### src/rtl/nt_trig_pkg.sv
// Shared types for the Nt trigger pipeline: FSM state enum and the width of its encoding.
package nt_trig_pkg;

  localparam int STATE_W = 2;

  // Encoding 3 is unused; the FSM treats it as IDLE.
  typedef enum logic [STATE_W-1:0] {
    IDLE  = 2'd0,
    COUNT = 2'd1,
    FIRED = 2'd2
  } nt_trig_state_e;

endpackage

### src/rtl/nt_pipe_stage.sv
// One W-bit pipeline register with async active-low reset, synchronous clear and advance enable.
module nt_pipe_stage #(
  parameter int W = 4
) (
  input  logic         clk,
  input  logic         rst_n,
  input  logic         en,
  input  logic         clr,
  input  logic [W-1:0] d,
  output logic [W-1:0] q
);

  // NOTE: sequential state uses non-blocking assignment so every stage samples its
  // neighbour's pre-edge value; blocking here would collapse the pipeline into one stage.
  always_ff @(posedge clk or negedge rst_n) begin
    if (!rst_n) begin
      q <= '0;
    end else if (clr) begin
      q <= '0;
    end else if (en) begin
      q <= d;
    end
  end

endmodule

### src/rtl/nt_trigger_pipe.sv
// CH-channel NAND pipeline of DEPTH stages feeding a run-length trigger FSM.
// Optional build macro NT_TRIG_STICKY_EN keeps FIRED latched until clr_i or RSTB.
module nt_trigger_pipe
  import nt_trig_pkg::*;
#(
  parameter int CH     = 4,
  parameter int DEPTH  = 3,
  parameter int CNT_W  = 8,
  parameter int THRESH = 16
) (
  input  logic               CLK,
  input  logic               RSTB,
  input  logic               en_i,
  input  logic               clr_i,
  input  logic [CH-1:0]      a_i,
  input  logic [CH-1:0]      b_i,
  output logic [CH-1:0]      out_o,
  output logic               valid_o,
  output logic [CNT_W-1:0]   cnt_o,
  output logic [STATE_W-1:0] state_o,
  output logic               trig_o
);

  localparam logic [CNT_W-1:0] THRESH_C  = CNT_W'(THRESH);
  localparam logic [CNT_W-1:0] THRESH_M1 = CNT_W'(THRESH - 1);
  localparam logic [CNT_W-1:0] CNT_ONE   = CNT_W'(1);

  // pipe[0] is the combinational NAND; pipe[k] is the output of stage k-1.
  logic [DEPTH:0][CH-1:0] pipe;
  logic [DEPTH-1:0]       valid_sr;
  nt_trig_state_e         state_q;
  logic                   cond;

  assign pipe[0] = ~(a_i & b_i);

  for (genvar g = 0; g < DEPTH; g++) begin : g_stage
    nt_pipe_stage #(.W(CH)) u_stage (
      .clk  (CLK),
      .rst_n(RSTB),
      .en   (en_i),
      .clr  (clr_i),
      .d    (pipe[g]),
      .q    (pipe[g+1])
    );
  end

  assign out_o   = pipe[DEPTH];
  assign valid_o = valid_sr[DEPTH-1];
  assign state_o = state_q;

  // A shift of 1s rather than a counter: it saturates for free once full.
  always_ff @(posedge CLK or negedge RSTB) begin
    if (!RSTB) begin
      valid_sr <= '0;
    end else if (clr_i) begin
      valid_sr <= '0;
    end else if (en_i) begin
      valid_sr <= (valid_sr << 1) | DEPTH'(1);
    end
  end

  // Qualifier is built from registered outputs only, so the FSM never sees a NAND glitch.
  assign cond = valid_o & (&out_o);

  always_ff @(posedge CLK or negedge RSTB) begin
    if (!RSTB) begin
      state_q <= IDLE;
      cnt_o   <= '0;
      trig_o  <= 1'b0;
    end else if (clr_i) begin
      state_q <= IDLE;
      cnt_o   <= '0;
      trig_o  <= 1'b0;
    end else if (en_i) begin
      case (state_q)
        COUNT: begin
          if (!cond) begin
            state_q <= IDLE;
            cnt_o   <= '0;
            trig_o  <= 1'b0;
          end else if (cnt_o == THRESH_M1) begin
            state_q <= FIRED;
            cnt_o   <= THRESH_C;
            trig_o  <= 1'b1;
          end else if (cnt_o != '1) begin
            cnt_o <= cnt_o + CNT_ONE;
          end
        end
        FIRED: begin
`ifdef NT_TRIG_STICKY_EN
          state_q <= FIRED;
`else
          if (!cond) begin
            state_q <= IDLE;
            cnt_o   <= '0;
            trig_o  <= 1'b0;
          end
`endif
        end
        default: begin
          // IDLE, and the unused encoding which behaves exactly like it.
          if (cond) begin
            cnt_o <= CNT_ONE;
            if (THRESH == 1) begin
              state_q <= FIRED;
              trig_o  <= 1'b1;
            end else begin
              state_q <= COUNT;
              trig_o  <= 1'b0;
            end
          end else begin
            state_q <= IDLE;
            cnt_o   <= '0;
            trig_o  <= 1'b0;
          end
        end
      endcase
    end
  end

endmodule

### config.mk
export PLATFORM = sky130hd
export DESIGN_NAME = nt_trigger_pipe
export DESIGN_NICKNAME = d
export VERILOG_FILES = /design/src/rtl/nt_trig_pkg.sv /design/src/rtl/nt_pipe_stage.sv /design/src/rtl/nt_trigger_pipe.sv
export SDC_FILE = /design/constraint.sdc
export NUM_CORES = 1
export LEC_CHECK = 0
export BUFFER_PORTS_ARGS = -buffer_cell sky130_fd_sc_hd__buf_2
export CAP_MARGIN = 30
export CORE_UTILIZATION = 45
export CTS_BUF_LIST = sky130_fd_sc_hd__clkbuf_16
export DETAILED_ROUTE_END_ITERATION = 10
export MAX_ROUTING_LAYER = met4
export PLACE_DENSITY = 0.72
export SETUP_SLACK_MARGIN = 0.1
export SLEW_MARGIN = 20
export SYNTH_ARGS = -nofsm -noshare
export SYNTH_HDL_FRONTEND = slang
export SYNTH_SLANG_ARGS = --single-unit
### constraint.sdc
create_clock -name CLK -period 4.2 [get_ports CLK]
set_input_delay 0.84 -clock CLK [delete_from_list [all_inputs] [get_ports CLK]]
set_output_delay 0.84 -clock CLK [all_outputs]
set_load 0.01 [all_outputs]
==> results by group, run 1 <==
Floorplan
  • Floorplan die height: about 54 um
  • Ports: 28
  • Die area: 0.00293 mm2
  • Num rows: 18
  • Die span in x: 54.1 um
  • Initial core utilization: 0.484
  • Area of the core: 0.00252 mm2

Global routing
  • All-Layer GR Usage: 0.194
  • Wire length of the first global-routing pass: 3.96 mm
  • Via count of the first global-routing pass: 871
  • Pin count of the biggest net entering global routing: 26
  • Remaining global-route overflow: 0
  • Number of antenna violations at the first check in global routing: 0

Setup path
  • Category of the worst setup path launch point: primary input
  • R2R cell count: 6
  • R2r startpoint: state_o[0]
  • Worst reg-to-reg setup slack: 2.19 ns
  • WP data required: 4.34 ns
  • Critical Path Sink Type: register
  • Critical setup path kind: in2reg
  • Worst R2R End: cnt_o[0]
  • Worst setup path endpoint: cnt_o[2]
  • Arrival time at the worst endpoint: 2.26 ns
  • Critical Path Source: clr_i
  • Crit-path max FO: 18

Pwr
  • Pleak: 0.725 nW
  • Design Power: roughly 0.00050 W
  • Max VDD drop: 274 uV
  • Pwr per Cell Area: about 350 mW/mm2

Timing
  • Number of endpoints with negative hold slack in the final report: 0
  • Number of setup violations in the final report: 0
  • Time the worst path needs with I/O delays and setup: 2.12 ns
  • Final clock period utilization by the worst path: 0.505
  • Worst slew margin: 0.587
  • Final Max Slew Viols: 0
  • Total negative setup slack: 0 ns
  • Worst-margin pin slew: 0.618 ns
  • Clock skew after layout: 0.00596 ns
  • RSZ-0062 raised after global routing: false
  • Fmax: 471 MHz
  • Hold WS: 0.519 ns
  • Smallest setup slack after layout: roughly 2.1 ns

Logic synthesis
  • Ys Warns: 0
  • Post-synthesis cell area: 0.00122 mm2
  • Main flop type after synthesis: dfrtp_1
  • Mean Syn Cell Area: ~10 um2
  • Synthesized netlist net count: 134
  • Sequential share of the synthesized area: 0.512
  • Count of mapped cells out of synthesis: 119
  • Number of flops mapped to enable cells by yosys: 0
  • Count of distinct cell types in the synthesized netlist: 33
  • Fraction of registers with async set/reset: 1.00
  • Post-synthesis register bit count: 25

Drt
  • Routed wire per std cell: 13.2 um
  • Total via count in the routed design: 938
  • Number of nets with antenna violations after detailed routing: 0
  • Drt pass-1 iters: 4
  • Number of DRC markers after the initial detailed-route iteration: 13
  • Routed via count divided by cell count: 5.42
  • Final wirelength: roughly 2.3 mm
  • Drc violations: 0

Clocking
  • Clock Tree Root: clkbuf_16
  • TritonCTS clock tree: done
  • Clock insertion delay at the later pin of the skew report: 0.26 ns
  • CTS sink cnt: 25
  • Post-CTS sizing: 0
  • Number of buffers added by the clock tree synthesis step: 3
  • Buffer levels on the longest clock path: 2
  • Number of buffers inserted by post-CTS setup repair: 0
  • CTS hold repair buffers: 0
  • CTS H-tree lvls: 1
  • CTS clock-pin slew for the worst setup and hold paths: roughly 0.070 ns

Run
  • Max-capacitance violation count: 0

Final layout
  • Utilization after layout: 0.568
  • FILL cells: 230
  • Diode count: 0
  • Layout cell share with drive strength beyond 1: 0.238
  • Commonest cells after routing, fill and taps aside: buf_2 (27), dfrtp_1 (25), nor2_1 (18)
  • Multi-input gate area in the final layout: 533 um2
  • Number of nets in the finished design: between 150 and 200
  • Area added between synthesis and finish: 17.3%
  • Leading cell type in the layout, fill and taps excluded: buf_2
  • Register Area: about 630 um2

Status
  • Status: finished, final reports clean

Placement
  • Port Buf Inserts: 27
  • Hpwl dp: ~1.6 mm
  • Setup slack at placement: 1.80 ns
  • Placer congestion estimate: ~0.8

Worst hold path
  • Hold WC Path Type: reg2reg
==> synth_stat cells, types with 3 or more instances <==
cell type / count / area, um2
inv_1: 5 / 18.8
o21ai_0: 4 / 20.0
a311oi_1: 5 / 43.8
nor2_1: 18 / 67.6
o21ai_1: 5 / 25.0
nand4_1: 3 / 18.8
nand2_1: 5 / 18.8
mux2i_1: 11 / 110
a21oi_1: 3 / 15.0
dfrtp_1: 25 / 626
nand3b_1: 4 / 30.0
ha_1: 3 / 37.5
==> where the power goes <==
group,internal [W],total (W),switching [W]
clock,0.000129,0.000211,0.0000821
sequential,0.000249,0.000254,0.00000530
combinational,0.0000148,0.0000371,0.0000223
total,0.000393,0.000502,0.000110
==> through the flow <==
stage | area (um2) | cells
floorplan | 1220 | 119
global route | 1430 | 173
finish | 1430 | 173
CTS | 1430 | 173
detailed placement | 1350 | 169
global placement | 1350 | 169
==> worst min path at each step <==
stage	to	cells past startpoint	slack (ns)	startpoint
after floorplan	valid_sr[0]	2	0.47	valid_sr[0]
after global placement	valid_sr[0]	2	0.49	valid_sr[0]
after detailed placement	valid_sr[0]	2	0.50	valid_sr[0]
after CTS	valid_sr[0]	2	0.51	valid_sr[0]
after global routing	valid_sr[0]	2	0.56	valid_sr[0]
final	valid_sr[0]	2	0.52	valid_sr[0]
==> cell type report <==
cell class / instances / area share
Sequential cell: 25 / 0.437
Timing Repair Buffer: 27 / 0.0943
Tap cell: 30 / 0.0262
Clock buffer: 3 / 0.0524
Multi-Input combinational cell: 82 / 0.372
Inverter: 5 / 0.0131
Clock inverter: 1 / 0.00524
==> per-layer routing <==
| metal | share of wire | up-vias | global-route usage |
|---|---|---|---|
| met5 | 0 | - | - |
| met4 | 0.012 | 0 | 0.0812 |
| met3 | 0.031 | 4 | 0.0452 |
| met2 | 0.47 | 17 | 0.288 |
| met1 | 0.48 | 442 | 0.252 |
| li1 | - | 475 | - |
==> cell families after synthesis <==
logic type / share of synthesized area
AO/OA/AOI/OAI: 0.138
adder cells (fa/ha/maj): 0.0307
buffers and inverters: 0.0512
flip-flops: 0.512
multiplexers: 0.0902
AND/OR/NAND/NOR: 0.177
==> registers in the layout, indices dropped and copies added (netlist names) <==
signal and cells:
g_stage.u_stage.q 12, trig_o 1, cnt_o 8, state_o 1, valid_sr 3
==> worst max-delay path: stages <==
cell and delay (ns):
buf_2 0.20, nor3b_1 0.57, a21o_1 0.38, or2_1 0.19, o21ai_1 0.07
Note: power is estimated with default switching activity, not from simulation.
==> inputs of run 2 (changes only) <==
--- a/config.mk
+++ b/config.mk
@@ -11,7 +11,7 @@
 export CTS_BUF_LIST = sky130_fd_sc_hd__clkbuf_16
 export DETAILED_ROUTE_END_ITERATION = 10
 export MAX_ROUTING_LAYER = met4
-export PLACE_DENSITY = 0.72
+export PLACE_DENSITY = 0.75
 export SETUP_SLACK_MARGIN = 0.1
 export SLEW_MARGIN = 20
 export SYNTH_ARGS = -nofsm -noshare
==> constraint.sdc (replaced) <==
create_clock -name CLK -period 1.8 [get_ports CLK]
set_input_delay 0.36 -clock CLK [delete_from_list [all_inputs] [get_ports CLK]]
set_output_delay 0.36 -clock CLK [all_outputs]
set_load 0.01 [all_outputs]
==> results by group, run 2 (synthesis results as in run 1) <==
Status
  • Status: finished with violations
  • Violations in the final reports: setup timing

Pwr
  • Pwr per Cell Area: 732 mW/mm2 (+110%)
  • Pleak: 0.838 nW (+16%)
  • Max VDD drop: 566 uV (+110%)

Final layout
  • Largest registers in the final layout: g_stage.u_stage.q (12), cnt_o (8), valid_sr (3)
  • Fin area: 0.00161 mm2 (+13%)
  • FILL cells: 220 (-4.3%)
  • Register Area: 626 um2 (unchanged)
  • Area added between synthesis and finish: 32.1%
  • Layout cell share with drive strength beyond 1: 0.366 (+0.129)
  • Multi-input gate area in the final layout: 586 um2 (+9.9%)
  • Leading cell type in the layout, fill and taps excluded: buf_2
  • Diode count: 0 (unchanged)
  • Number of nets in the finished design: 177 (+11%)
  • Layout Cells excl Fill: 191 (+10%)
  • Max FFs per register: 12 (unchanged)
  • Largest register by flop count: g_stage.u_stage.q
  • Commonest cells after routing, fill and taps aside: buf_2 (27), dfrtp_1 (25), nor2_1 (18)

Drt
  • Drc violations: 0 (unchanged)
  • Drt pass-1 iters: 4 (unchanged)
  • Met2 wire length: 1.34 mm (+24%)
  • Number of DRC markers after the initial detailed-route iteration: 14 (+1)
  • Final wirelength: 2.63 mm (+15%)
  • Routed wire per std cell: 13.8 um (+4.4%)
  • Number of nets with antenna violations after detailed routing: 0 (unchanged)
  • Routed via count divided by cell count: 5.42 (about the same)
  • Met1 routed wirelength after detailed routing: 1.12 mm (+2.0%)
  • Total via count in the routed design: 1036 (+10%)
  • Max Used Layer: met4
  • Met3 layer wire length in the routed design: 110 um (+55%)

Floorplan
  • Die area: 0.00293 mm2 (unchanged)
  • Num rows: 18 (unchanged)
  • Initial core utilization: 0.484 (unchanged)
  • Ports: 28 (unchanged)
  • Area of the core: 0.00252 mm2 (unchanged)
  • Die span in x: 54.1 um (unchanged)
  • Floorplan die height: 54.1 um (unchanged)

Placement
  • # placed instances: 180 (+6.5%)
  • Hpwl dp: 1.77 mm (+13%)
  • Placer congestion estimate: 0.831 (+2.6%)
  • Setup slack at placement: -0.113 ns (-1.91 ns)
  • Port Buf Inserts: 27 (unchanged)
  • Post-detailed-placement cell area: 0.00144 mm2 (+6.3%)

Setup path
  • Sum of buffers and inverters on the critical path: 1 (unchanged)
  • Worst R2R End: cnt_o[4]
  • Critical Path Slowest Stage Cell: or4_4
  • Critical Path Sink Type: register
  • Critical setup path kind: reg2reg
  • Arrival time at the worst endpoint: 1.97 ns (-0.29 ns)
  • R2r startpoint: trig_o
  • Crit-path max FO: 6 (-12)
  • Worst setup path endpoint: cnt_o[4]
  • Cells along the critical path: inv_2, ha_4, nand2_2, or4_4, or2_4, o31ai_4
  • Stages on the worst setup path: 6 (+1)
  • Family of cells with the greatest summed delay on the critical path: simple AND/OR/NAND/NOR gates
  • Category of the worst setup path launch point: register
  • Critical Path Source: trig_o
  • R2R cell count: 6 (unchanged)
  • Worst stage delay on the critical path: 0.59 ns (+0.02 ns)
  • Worst reg-to-reg setup slack: -0.007 ns (-2.20 ns)
  • WP data required: 1.97 ns (-2.37 ns)

Timing
  • RSZ-0062 raised after global routing: true
  • Number of endpoints with negative hold slack in the final report: 0 (unchanged)
  • Smallest setup slack after layout: -0.00659 ns (-2.09 ns)
  • Final Max Slew Viols: 0 (unchanged)
  • Total negative setup slack: -0.00659 ns (-0.00659 ns)
  • Fmax: 554 MHz
  • Clock skew after layout: 0.00182 ns (-0.00414 ns)
  • Number of setup violations in the final report: 1 (+1)
  • Final clock period utilization by the worst path: 1.00
  • Worst-margin pin slew: 0.541 ns (-0.0771 ns)
  • Worst slew margin: 0.639 (+0.0523)
  • Time the worst path needs with I/O delays and setup: 1.81 ns

Clocking
  • CTS H-tree lvls: 1 (unchanged)
  • CTS sink cnt: 25 (unchanged)
  • Clock Tree Root: clkbuf_16
  • Buffer levels on the longest clock path: 2 (unchanged)
  • CTS clock-pin slew for the worst setup and hold paths: 0.06 ns (about the same)
  • TritonCTS clock tree: done
  • Clock insertion delay at the later pin of the skew report: 0.26 ns (about the same)
  • CTS hold repair buffers: 0 (unchanged)
  • Number of buffers added by the clock tree synthesis step: 3 (unchanged)

Global routing
  • Pin count of the biggest net entering global routing: 26 (unchanged)
  • Remaining global-route overflow: 0 (unchanged)
  • All-Layer GR Usage: 0.205 (+0.0111)
  • Number of antenna violations at the first check in global routing: 0 (unchanged)
  • Wire length of the first global-routing pass: 4.10 mm (+3.5%)
  • Via count of the first global-routing pass: 944 (+8.4%)

Worst hold path
  • Hold WC Path Type: in2async

Run
  • Max-capacitance violation count: 0 (unchanged)
-- run 2: repair_timing --
item / CTS / global route
endpoints found under the setup margin: 7 / 9
gates cloned: 0 / 1
buffers inserted: 1 / 5
pin swaps: 3 / 5
resized for setup: 4 / 8
-- run 2: area by class of cell --
class,instances,area share
clock inverter,1,0.00233
timing repair buffer,44,0.165
clock buffer,3,0.0465
multi-input combinational,83,0.363
inverter,5,0.0116
sequential,25,0.388
tap,30,0.0233
-- run 2: layer usage --
metal  GRT usage  vias to the layer above
met1       0.235                      482
met4      0.0940                        0
met2       0.337                       30
met5           -                        -
met3      0.0480                        9
li1            -                      515
-- run 2: through the flow --
step	total power (W)	utilization	hold slack [ns]
floorplan	0.000657	-	0.0644
detailed placement	0.000699	0.569	0.381
global route	0.00123	0.639	0.128
global placement	0.000695	0.569	0.369
CTS	0.00118	0.608	0.106
finish	0.00118	0.639	0.0821
-- run 2: how the worst min path moves through the flow --
stage	slack, ns	end	depth (start not counted)	start
2_1_floorplan	0.06	cnt_o[0]	0	RSTB
3_3_place_gp	0.37	cnt_o[2]	1	RSTB
3_5_place_dp	0.38	cnt_o[2]	1	RSTB
4_1_cts	0.11	cnt_o[7]	1	RSTB
5_1_grt	0.13	cnt_o[7]	1	RSTB
6_report	0.08	cnt_o[7]	1	RSTB
-- run 2: report_power, final --
part           internal [W]  switching, W  total (W)
Sequential         0.000581     0.0000116   0.000592
Clock              0.000297      0.000185   0.000481
Combinational     0.0000493     0.0000578   0.000107
Total              0.000927      0.000254    0.00118
==> inputs of run 3 (changes only) <==
--- a/config.mk
+++ b/config.mk
@@ -12,6 +12,7 @@
 export DETAILED_ROUTE_END_ITERATION = 10
 export MAX_ROUTING_LAYER = met4
 export PLACE_DENSITY = 0.75
+export RECOVER_POWER = 50
 export SETUP_SLACK_MARGIN = 0.1
 export SLEW_MARGIN = 20
 export SYNTH_ARGS = -nofsm -noshare
==> results by group, run 3 (synthesis results as in run 1) <==
Placement
  • Hpwl dp: 1.77 mm (unchanged)
  • Placer congestion estimate: 0.831 (unchanged)
  • Post-detailed-placement cell area: 0.00144 mm2 (unchanged)
  • Port Buf Inserts: 27 (unchanged)
  • # placed instances: 180 (unchanged)

Timing
  • Time the worst path needs with I/O delays and setup: 1.81 ns (-0.000648 ns)
  • Fmax: 554 MHz (about the same)
  • Clock skew after layout: 0.00174 ns (-0.0000738 ns)
  • Worst slew margin: 0.145 (-0.495)
  • Smallest setup slack after layout: -0.00594 ns (+0.000648 ns)
  • Worst-margin pin slew: 1.28 ns (+0.742 ns)
  • RSZ-0062 raised after global routing: true
  • Number of endpoints with negative hold slack in the final report: 0 (unchanged)
  • Number of setup violations in the final report: 1 (unchanged)
  • Hold WS: 0.287 ns (+0.205 ns)
  • Final clock period utilization by the worst path: 1.00 (about the same)
  • Final Max Slew Viols: 0 (unchanged)

Setup path
  • Crit-path max FO: 6 (unchanged)
  • Critical Path Slowest Stage Cell: or4_4
  • R2r startpoint: trig_o
  • Worst stage delay on the critical path: 0.59 ns (about the same)
  • Stages on the worst setup path: 6 (unchanged)
  • Category of the worst setup path launch point: register
  • Critical Path Source: trig_o
  • Worst setup path endpoint: cnt_o[4]
  • Sum of buffers and inverters on the critical path: 1 (unchanged)
  • Cells along the critical path: inv_2, ha_4, nand2_2, or4_4, or2_4, o31ai_4
  • Critical Path Sink Type: register
  • Worst R2R End: cnt_o[4]
  • Worst reg-to-reg setup slack: -0.006 ns (about the same)
  • Arrival time at the worst endpoint: 1.97 ns (about the same)
  • Family of cells with the greatest summed delay on the critical path: simple AND/OR/NAND/NOR gates
  • R2R cell count: 6 (unchanged)
  • Critical setup path kind: reg2reg
  • WP data required: 1.97 ns (about the same)

Clocking
  • CTS H-tree lvls: 1 (unchanged)
  • CTS hold repair buffers: 0 (unchanged)
  • CTS sink cnt: 25 (unchanged)
  • Clock insertion delay at the later pin of the skew report: 0.26 ns (about the same)
  • TritonCTS clock tree: done
  • Buffer levels on the longest clock path: 2 (unchanged)
  • Number of buffers added by the clock tree synthesis step: 3 (unchanged)
  • CTS clock-pin slew for the worst setup and hold paths: 0.06 ns (about the same)
  • Clock Tree Root: clkbuf_16

Global routing
  • All-Layer GR Usage: 0.205 (unchanged)
  • Pin count of the biggest net entering global routing: 26 (unchanged)
  • Via count of the first global-routing pass: 944 (unchanged)
  • Wire length of the first global-routing pass: 4.10 mm (unchanged)
  • Number of antenna violations at the first check in global routing: 0 (unchanged)
  • Remaining global-route overflow: 0 (unchanged)

Final layout
  • Layout Cells excl Fill: 191 (unchanged)
  • Leading cell type in the layout, fill and taps excluded: buf_2
  • Largest register by flop count: g_stage.u_stage.q
  • Layout cell share with drive strength beyond 1: 0.354 (-0.0124)
  • Fin area: 0.00161 mm2 (-0.31%)
  • Multi-input gate area in the final layout: 586 um2 (unchanged)
  • Largest registers in the final layout: g_stage.u_stage.q (12), cnt_o (8), valid_sr (3)
  • Register Area: 626 um2 (unchanged)
  • Area added between synthesis and finish: 31.7%
  • FILL cells: 220 (unchanged)
  • Max FFs per register: 12 (unchanged)
  • Commonest cells after routing, fill and taps aside: buf_2 (26), dfrtp_1 (25), nor2_1 (18)
  • Diode count: 0 (unchanged)
  • Number of nets in the finished design: 177 (unchanged)

Floorplan
  • Floorplan die height: 54.1 um (unchanged)
  • Initial core utilization: 0.484 (unchanged)
  • Area of the core: 0.00252 mm2 (unchanged)
  • Num rows: 18 (unchanged)
  • Ports: 28 (unchanged)
  • Die span in x: 54.1 um (unchanged)
  • Die area: 0.00293 mm2 (unchanged)

Drt
  • Routed wire per std cell: 13.8 um (+0.15%)
  • Drc violations: 0 (unchanged)
  • Drt pass-1 iters: 4 (unchanged)
  • Routed via count divided by cell count: 5.42 (unchanged)
  • Number of DRC markers after the initial detailed-route iteration: 12 (-2)
  • Final wirelength: 2.63 mm (+0.15%)
  • Total via count in the routed design: 1036 (unchanged)
  • Number of nets with antenna violations after detailed routing: 0 (unchanged)

Pwr
  • Net Sw Frac: 0.215 (about the same)
  • Pleak: 0.832 nW (-0.76%)
  • Proportion of power drawn by flip-flops and latches: 0.502 (about the same)
  • Power spent charging and discharging nets: 0.000254 W (about the same)
  • Design Power: 0.00118 W (about the same)
  • Max VDD drop: 566 uV (about the same)
  • Pwr per Cell Area: 734 mW/mm2 (+0.26%)
  • Comb pwr share: 0.090 (about the same)
  • Clock share of power: 0.408 (about the same)
  • Internal portion of total power: 0.000926 W (about the same)

Status
  • Status: finished with violations
  • Violations in the final reports: setup timing

Run
  • Max-capacitance violation count: 0 (unchanged)

Worst hold path
  • Hold WC Path Type: in2reg
  • Start point of the worst min-delay path: b_i[0]
-- run 3: metrics by stage --
step	TNS [ns]	util	setup slack, ns
final	-0.00594	0.637	-0.00594
after global placement	-0.0309	0.569	-0.0232
after global routing	-0.323	0.637	-0.0937
after floorplan	-0.148	-	-0.0768
after CTS	-0.0751	0.608	-0.0607
after detailed placement	-0.345	0.569	-0.113
-- run 3: final cells by class --
cell class,instances,area share
Tap cell,30,0.0233
Clock buffer,3,0.0467
Multi-Input combinational cell,83,0.364
Clock inverter,1,0.00233
Timing Repair Buffer,44,0.163
Inverter,5,0.0117
Sequential cell,25,0.389
-- run 3: layer usage --
| layer | up-vias | GRT usage | wire length (um) |
|---|---|---|---|
| li1 | 515 | - | - |
| met2 | 28 | 0.337 | 1340 |
| met3 | 9 | 0.0480 | 100 |
| met5 | - | - | 0 |
| met1 | 484 | 0.235 | 1140 |
| met4 | 0 | 0.0940 | 58 |
-- run 3: power by group through the flow --
| stage | Sequential, W | Combinational (W) | Clock, W |
|---|---|---|---|
| floorplan | 0.000603 | 0.0000546 | 0 |
| global placement | 0.000601 | 0.0000939 | 0 |
| detailed placement | 0.000602 | 0.0000969 | 0 |
| CTS | 0.000592 | 0.0000987 | 0.000490 |
| global route | 0.000594 | 0.000120 | 0.000511 |
| finish | 0.000592 | 0.000106 | 0.000481 |
-- run 3: worst min path at each step --
| stage | slack (ns) | depth (start not counted) | to |
|---|---|---|---|
| finish | 0.29 | 2 | g_stage[0].u_stage.q[0] |
| global route | 0.29 | 2 | g_stage[0].u_stage.q[3] |
| CTS | 0.11 | 1 | cnt_o[7] |
| detailed placement | 0.38 | 1 | cnt_o[2] |
| global placement | 0.37 | 1 | cnt_o[2] |
| floorplan | 0.06 | 0 | cnt_o[0] |
-- run 3: timing repair --
item | CTS | global route
cloned | 0 | 1
hold endpoints to repair | 0 | 0
pin swaps | 3 | 5
gates resized for setup | 4 | 8
endpoints found under the setup margin | 7 | 9
buffers inserted | 1 | 5
